File: config.mk
export PLATFORM = sky130hd
export DESIGN_NAME = pipe_hazard_ctrl
export DESIGN_NICKNAME = d
export VERILOG_FILES = /design/src/rtl/pipe_hazard_ctrl.sv
export SDC_FILE = /design/constraint.sdc
export NUM_CORES = 1
export LEC_CHECK = 0
export BUFFER_PORTS_ARGS = -buffer_cell sky130_fd_sc_hd__buf_2
export CAP_MARGIN = 30
export CORE_ASPECT_RATIO = 2
export CORE_MARGIN = 2
export CORE_UTILIZATION = 47
export DETAILED_ROUTE_END_ITERATION = 8
export MAX_ROUTING_LAYER = met4
export PLACE_DENSITY = 0.88
export SLEW_MARGIN = 30
export SYNTH_ARGS = -nofsm -noshare
export SYNTH_HDL_FRONTEND = slang
export SYNTH_SLANG_ARGS = --single-unit
File: constraint.sdc
create_clock -name clk -period 3.3 [get_ports clk]
set_input_delay 0 -clock clk [delete_from_list [all_inputs] [get_ports clk]]
set_output_delay 0 -clock clk [all_outputs]
set_load 0.02 [all_outputs]
File: src/rtl/pipe_hazard_ctrl.sv
// Hazard/sequencing controller for the 5-stage core: load-use stall, branch flush,
// multi-cycle EX wait, break/halt, and a registered PC redirect pulse.
module pipe_hazard_ctrl #(
  parameter int unsigned XLEN   = 32,
  parameter int unsigned RIDX_W = 5,
  parameter int unsigned MC_LAT = 4,
  parameter int unsigned CNT_W  = 4
) (
  input  logic              clk,
  input  logic              reset,
  input  logic              id_valid,
  input  logic [RIDX_W-1:0] id_rs1,
  input  logic [RIDX_W-1:0] id_rs2,
  input  logic              id_rs1_used,
  input  logic              id_rs2_used,
  input  logic              id_is_mc,
  input  logic              id_is_break,
  input  logic              ex_valid,
  input  logic              ex_is_load,
  input  logic              ex_wreg_en,
  input  logic [RIDX_W-1:0] ex_wreg_index,
  input  logic              ex_branch,
  input  logic [XLEN-1:0]   ex_dnpc,
  input  logic              mem_ready,
  output logic              if_stall,
  output logic              id_stall,
  output logic              ex_bubble,
  output logic              flush_if_id,
  output logic              redirect_valid,
  output logic [XLEN-1:0]   redirect_pc,
  output logic              halted,
  output logic [1:0]        state
);

  typedef enum logic [1:0] {
    RUN      = 2'd0,
    LD_STALL = 2'd1,
    MC_WAIT  = 2'd2,
    HALT     = 2'd3
  } state_e;

  localparam logic [CNT_W-1:0] MC_INIT = CNT_W'(MC_LAT - 1);

  state_e            state_q, state_d;
  logic [CNT_W-1:0]  cnt_q, cnt_d;
  logic              rv_q, rv_d;
  logic [XLEN-1:0]   rpc_q, rpc_d;
  logic              first_q;
  logic              blank;
  logic              flush_now;
  logic              load_use;

  // The cycle right after reset is inert: no outputs and no transitions.
  assign blank     = reset | first_q;
  assign flush_now = ex_valid & ex_branch;
  assign load_use  = id_valid & ex_valid & ex_is_load & ex_wreg_en &
                     (ex_wreg_index != '0) &
                     ((id_rs1_used & (id_rs1 == ex_wreg_index)) |
                      (id_rs2_used & (id_rs2 == ex_wreg_index)));

  always_comb begin
    state_d     = state_q;
    cnt_d       = cnt_q;
    rv_d        = 1'b0;
    rpc_d       = rpc_q;
    if_stall    = 1'b0;
    id_stall    = 1'b0;
    ex_bubble   = 1'b0;
    flush_if_id = 1'b0;
    halted      = 1'b0;
    if (!blank) begin
      if (state_q == HALT) begin
        if_stall = 1'b1;
        id_stall = 1'b1;
        halted   = 1'b1;
      end else if (flush_now) begin
        flush_if_id = 1'b1;
        ex_bubble   = 1'b1;
        state_d     = RUN;
        cnt_d       = '0;
        rv_d        = 1'b1;
        rpc_d       = ex_dnpc;
      end else if (!mem_ready) begin
        if_stall = 1'b1;
        id_stall = 1'b1;
      end else begin
        unique case (state_q)
          RUN: begin
            if (load_use) begin
              if_stall  = 1'b1;
              id_stall  = 1'b1;
              ex_bubble = 1'b1;
              state_d   = LD_STALL;
            end else if (id_valid && id_is_mc) begin
              state_d = MC_WAIT;
              cnt_d   = MC_INIT;
            end else if (id_valid && id_is_break) begin
              state_d = HALT;
            end
          end
          LD_STALL: state_d = RUN;
          MC_WAIT: begin
            // Counter zero is the issue cycle; leave without re-running RUN checks.
            if (cnt_q != '0) begin
              if_stall  = 1'b1;
              id_stall  = 1'b1;
              ex_bubble = 1'b1;
              cnt_d     = cnt_q - CNT_W'(1);
            end else begin
              state_d = RUN;
            end
          end
          default: state_d = state_q;
        endcase
      end
    end
  end

  always_ff @(posedge clk) begin
    if (reset) begin
      state_q <= RUN;
      cnt_q   <= '0;
      rv_q    <= 1'b0;
      rpc_q   <= '0;
    end else begin
      state_q <= state_d;
      cnt_q   <= cnt_d;
      rv_q    <= rv_d;
      rpc_q   <= rpc_d;
    end
  end

  always_ff @(posedge clk) first_q <= reset;

  assign redirect_valid = rv_q & ~reset;
  assign redirect_pc    = rpc_q;
  assign state          = state_q;

endmodule

Yosys cells after proc, flatten, opt, wreduce, memory -nomap -nowiden --
Cells that the tools add are included.
Cells by class: reduce and logical (&&, ||, !) cells 11, add/sub/neg operators 1, muxes and demuxes 29, equal/unequal tests 10, bitwise operators 14
Operator list (number):
- $mux W4 | 5
- $mux W1 | 15
- $mux W2 | 6
- $ne A3 B3 Y1 const B | 4
- $eq A5 B5 Y1 | 2
- $and A1 B1 Y1 | 9
- $pmux W4 S2 | 1
- $reduce_bool A4 Y1 | 2
- $reduce_and A7 Y1 | 1
- $pmux W2 S3 | 1
- $reduce_and A6 Y1 | 1
- $ne A5 B5 Y1 const B | 1
- $reduce_bool A5 Y1 | 1
- $eq A2 B2 Y1 const B | 2
- $sub A4 B1 Y4 const B | 1
- $not A1 Y1 | 3
- $reduce_and A3 Y1 | 1
- $reduce_bool A3 Y1 | 1
- $eq A2 B1 Y1 const B | 1
- $logic_and A1 B1 Y1 | 2
- $logic_not A2 Y1 | 1
- $or A1 B1 Y1 | 2
- $pmux W1 S2 | 1
- $reduce_bool A2 Y1 | 1
Storage, ports and cells: register bits 40, input port bits 59, output and inout bits 40

Depth between registers and ports, before layout --
word-level depth 11, mapped depth 8

Worst setup path before layout --
OpenSTA, ideal clock, no wires.
kind register to register, start register state_q[1] (netlist: state[1]), end register cnt_q[2], cell stages (with the launch flop) 8, buffers on the path 0, period minus slack after synthesis 2043 ps, slack 1257 ps, arrival time 1926 ps, path through dfxtp_1 ha_1 inv_1 a21o_1 a221o_1 a31o_4 o21bai_1 a32o_2
Between the ends: word-level cells in the longest chain between the ends 4
RTL lines:
- start: declaration | RTL line 44 | state_e state_q, state_d;
- start signal: assignment | RTL line 126 | state_q <= state_d;
- $eq A2 B2 Y1 / $logic_not A2 Y1 (equally long branches) | RTL line 87 | unique case (state_q)
- $pmux W4 S2 | RTL line 87
- $mux W4 | RTL line 83 | end else if (!mem_ready) begin
- $mux W4 | RTL line 76 | end else if (flush_now) begin
- end signal: assignment | RTL line 127 | cnt_q <= cnt_d;
- end: declaration | RTL line 45 | logic [CNT_W-1:0] cnt_q, cnt_d;
Several ways; a longest one is shown, not always the timed one. The select of a mux whose other input is x is not followed. A chain may end at the register's enable or synchronous reset.

Worst setup path after layout --
start register state_q[0] (netlist: state[0]), end output flush_if_id
Between the ends: word-level cells in the longest chain between the ends 3
RTL lines:
- $eq A2 B2 Y1 | RTL line 72 | if (state_q == HALT) begin
- $mux W1 | RTL line 72
- $mux W1 | RTL line 71 | if (!blank) begin
- end: declaration | RTL line 28 | output logic flush_if_id,
Every way passes these cells.

==> results.yml <==
synthesis:
  synth_top_family_by_area: "simple AND/OR/NAND/NOR gates"
  synthAdderAreaFrac: 0.0413
  synth_edf_count: 0
  syn_nets: 298
  synth_cell_types: 33
  synth-xor-area-share: 0.0481
  avgSynthCellArea_um2: 7.81
  synth-seq-cells: 40
  synth_cells: 233
  synth-main-ff-cell: "dfxtp_1"
  synth-simple-area-share: 0.232
  ys_warn_count: 0
  synthArstFlopShare: 0
  synth_area_mm2: 0.00182
  ys_seq_area_frac: 0.440
  synthMuxAreaShare: 0
  synth-compound-area-share: 0.191
die:
  rows: 32
  initial_core_util: 0.483
  die_w_um: 48.0
  die-area_mm2: 0.00441
  core_region_area_mm2: 0.00376
  io_pins: 99
  die_h_um: 92.0
cells_and_area:
  fin_nets: 424
  final_area_mm2: 0.00276
  diodes: 0
  fin_util: 0.733
  fill_cells: 277
  drive_above_1_share: 0.314
  area_growth_pct: 51.7
flow_run:
  cap_violations: 0
timing:
  skew_ns: 0.00697
  slew_headroom: 0.535
  finalCriticalPeriod_ns: 2.15
  timing.fmax_ghz: 0.465
  setup_tns_ns: 0
  hold_violations: 0
  tightest_slew_ns: 0.698
  setup_viol: 0
  drv_slew: 0
  min_period_over_period: 0.651
  rsz0062_at_grt: "false"
grt:
  antenna_found_initial: 0
  grt_overflow_total: 0
  busiest_layer: "met2"
  grt_max_degree: 41
  track_usage: 0.273
  grt_pass1_wl_um: 8730
  grt_use_met1: 0.298
  use_met2: 0.451
  met3_usage: 0.0689
  grt_pass1_vias: 2093
power_and_ir_drop:
  ir_worst_vdd_v: 0.000450
  powerDensity_mw_per_mm2: 392
  leakagePower_nw: 1.25
cts:
  clk_path_buf_depth: 2
  numCtsBuffers: 5
  path_clk_slew_ns: 0.08
  cts_root_buf: "clkbuf_8"
  htreeDepth: 2
  cts_tree: "built"
  post_cts_resized: 0
  clock_latency_ns: 0.29
  cts_setup_buffers: 0
  clock-sinks: 40
hold_path:
  hold_path_class: "in2reg"
  hold_depth: 1
  holdPathEnd: "first_q$_DFF_P_"
  min_from: "reset"
routing:
  via_per_inst: 5.07
  drtAntennaViolNets: 0
  drtIter0Drc: 69
  finalWirelength_um: 5560
  num_vias: 2084
  drc: 0
  avgRoutedWirePerCell_um: 13.5
  dr.pass1.iters: 4
placement:
  place.gp.congestion: 0.832
  port_buffers: 98
  post_dp_cell_area_mm2: 0.00232
  place_hpwl_um: 3410
setup_path:
  r2r_cells: 8
  critical_path_required_ns: 3.30
  rr_startpoint: "state[0]$_SDFFE_PP0P_"
  cp.arrival_ns: 2.15
  r2r-end: "cnt_q[2]$_SDFFE_PP0P_"
  path_cells: "ha_1, nor3_2, nand2_1, buf_4, inv_2, buf_2"
  cp-end-kind: "output port"
  worst_setup_path_start_kind: "flip-flop"
  path_class: "reg2out"
  worst_path_largest_cell_delay_ns: 0.45
  reg2reg_slack_ns: 1.22
  critPathMaxFanout: 35
  worst_path_max_delay_cell: "inv_2"
outcome:
  status: "complete, no violations"
## sequential cells by signal, summed over array words and instances (netlist names)
name         count
first_q          1
cnt_q            4
redirect_pc     32
rv_q             1
state            2
## cell families (layout without fill, tap and decap cells)
| group | Yosys count | in the layout |
|---|---|---|
| AOI/OAI and AO/OA | 58 | 58 |
| and+or+nand+nor | 99 | 99 |
| buffers and inverters | 20 | 147 |
| xor gates and xnor gates | 10 | 10 |
| adders and majority gates | 6 | 6 |
| DFF | 40 | 40 |
## layout make-up
type / instances / area (um^2) / area share
inverter: 8 / 30.0 / 0.0109
sequential: 40 / 801 / 0.290
clock inverter: 3 / 46.3 / 0.0168
clock buffer: 5 / 68.8 / 0.0249
timing repair buffer: 131 / 818 / 0.296
multi-input combinational: 173 / 932 / 0.338
tap: 51 / 63.8 / 0.0231
## critical path: cells and delay by family, from the launching register on
family | cells | cell delay [ns]
adders and majority gates | 1 | 0.26
DFF | 1 | 0.35
buffers and inverters | 3 | 0.97
and+or+nand+nor | 2 | 0.27
## per-stage QoR
stage               power, W  instances  worst slack, ns  hold WS [ns]
finish               0.00108        411             1.15         0.194
global route         0.00113        411             1.00         0.212
CTS                  0.00108        411             1.17         0.187
detailed placement  0.000654        371             1.26         0.247
global placement    0.000648        371             1.34         0.239
floorplan           0.000593        233             1.26        0.0277
## power breakdown
part           total [W]  switching (W)  internal (W)
clock           0.000406       0.000179      0.000228
combinational   0.000174      0.0000865     0.0000871
sequential      0.000502     0.00000797      0.000494
total            0.00108       0.000273      0.000809
## synth_stat cells (all sizes together), types with 2 or more instances
library cell  number  area, um^2
nand2             75         282
clkbuf            10        37.5
and2               5        31.3
ha                 6        75.1
o21ai              6        30.0
or3                2        12.5
nor3               5        30.0
buf                2        18.8
a21oi             38         194
dfxtp             40         801
nand4              4        25.0
a31o               3        35.0
inv                8        30.0
nor2               6        22.5
a211oi             2        15.0
xnor2             10        87.6
## cell usage in the layout (no fill, tap or decap), types with 2 or more instances in the layout
| master | synthesis | routed |
|---|---|---|
| a211oi_1 | 2 | 2 |
| a21oi_1 | 37 | 37 |
| a31o_1 | 2 | 2 |
| and2_1 | 5 | 5 |
| buf_2 | 0 | 98 |
| clkbuf_8 | 0 | 5 |
| dfxtp_1 | 40 | 40 |
| dlygate4sd3_1 | 0 | 32 |
| ha_1 | 6 | 6 |
| inv_1 | 7 | 7 |
| nand2_1 | 75 | 75 |
| nand4_1 | 4 | 4 |
| nor2_1 | 6 | 6 |
| nor3_1 | 4 | 4 |
| o21ai_0 | 2 | 2 |
| o21ai_1 | 4 | 4 |
| or3_1 | 2 | 2 |
| xnor2_1 | 10 | 10 |
## how the worst max path moves through the flow
stage	start	to	cells past startpoint
detailed placement	state[0]$_SDFFE_PP0P_	cnt_q[2]$_SDFFE_PP0P_	8
global placement	state[0]$_SDFFE_PP0P_	cnt_q[2]$_SDFFE_PP0P_	8
CTS	state[0]$_SDFFE_PP0P_	flush_if_id	6
finish	state[0]$_SDFFE_PP0P_	flush_if_id	6
global route	state[0]$_SDFFE_PP0P_	flush_if_id	6
floorplan	state[1]$_SDFFE_PP0P_	cnt_q[2]$_SDFFE_PP0P_	7
## layer usage
metal  vias to the layer above  share of wire
met3                        19          0.070
met4                         0          0.025
met5                         -              0
li1                       1026              -
met2                       101           0.53
met1                       938           0.37
## what timing repair did
item,CTS,global route
endpoints found under the hold margin,32,0
hold buffers,32,0
endpoints found under the setup margin,0,0
Note: power is estimated with default switching activity, not from simulation.
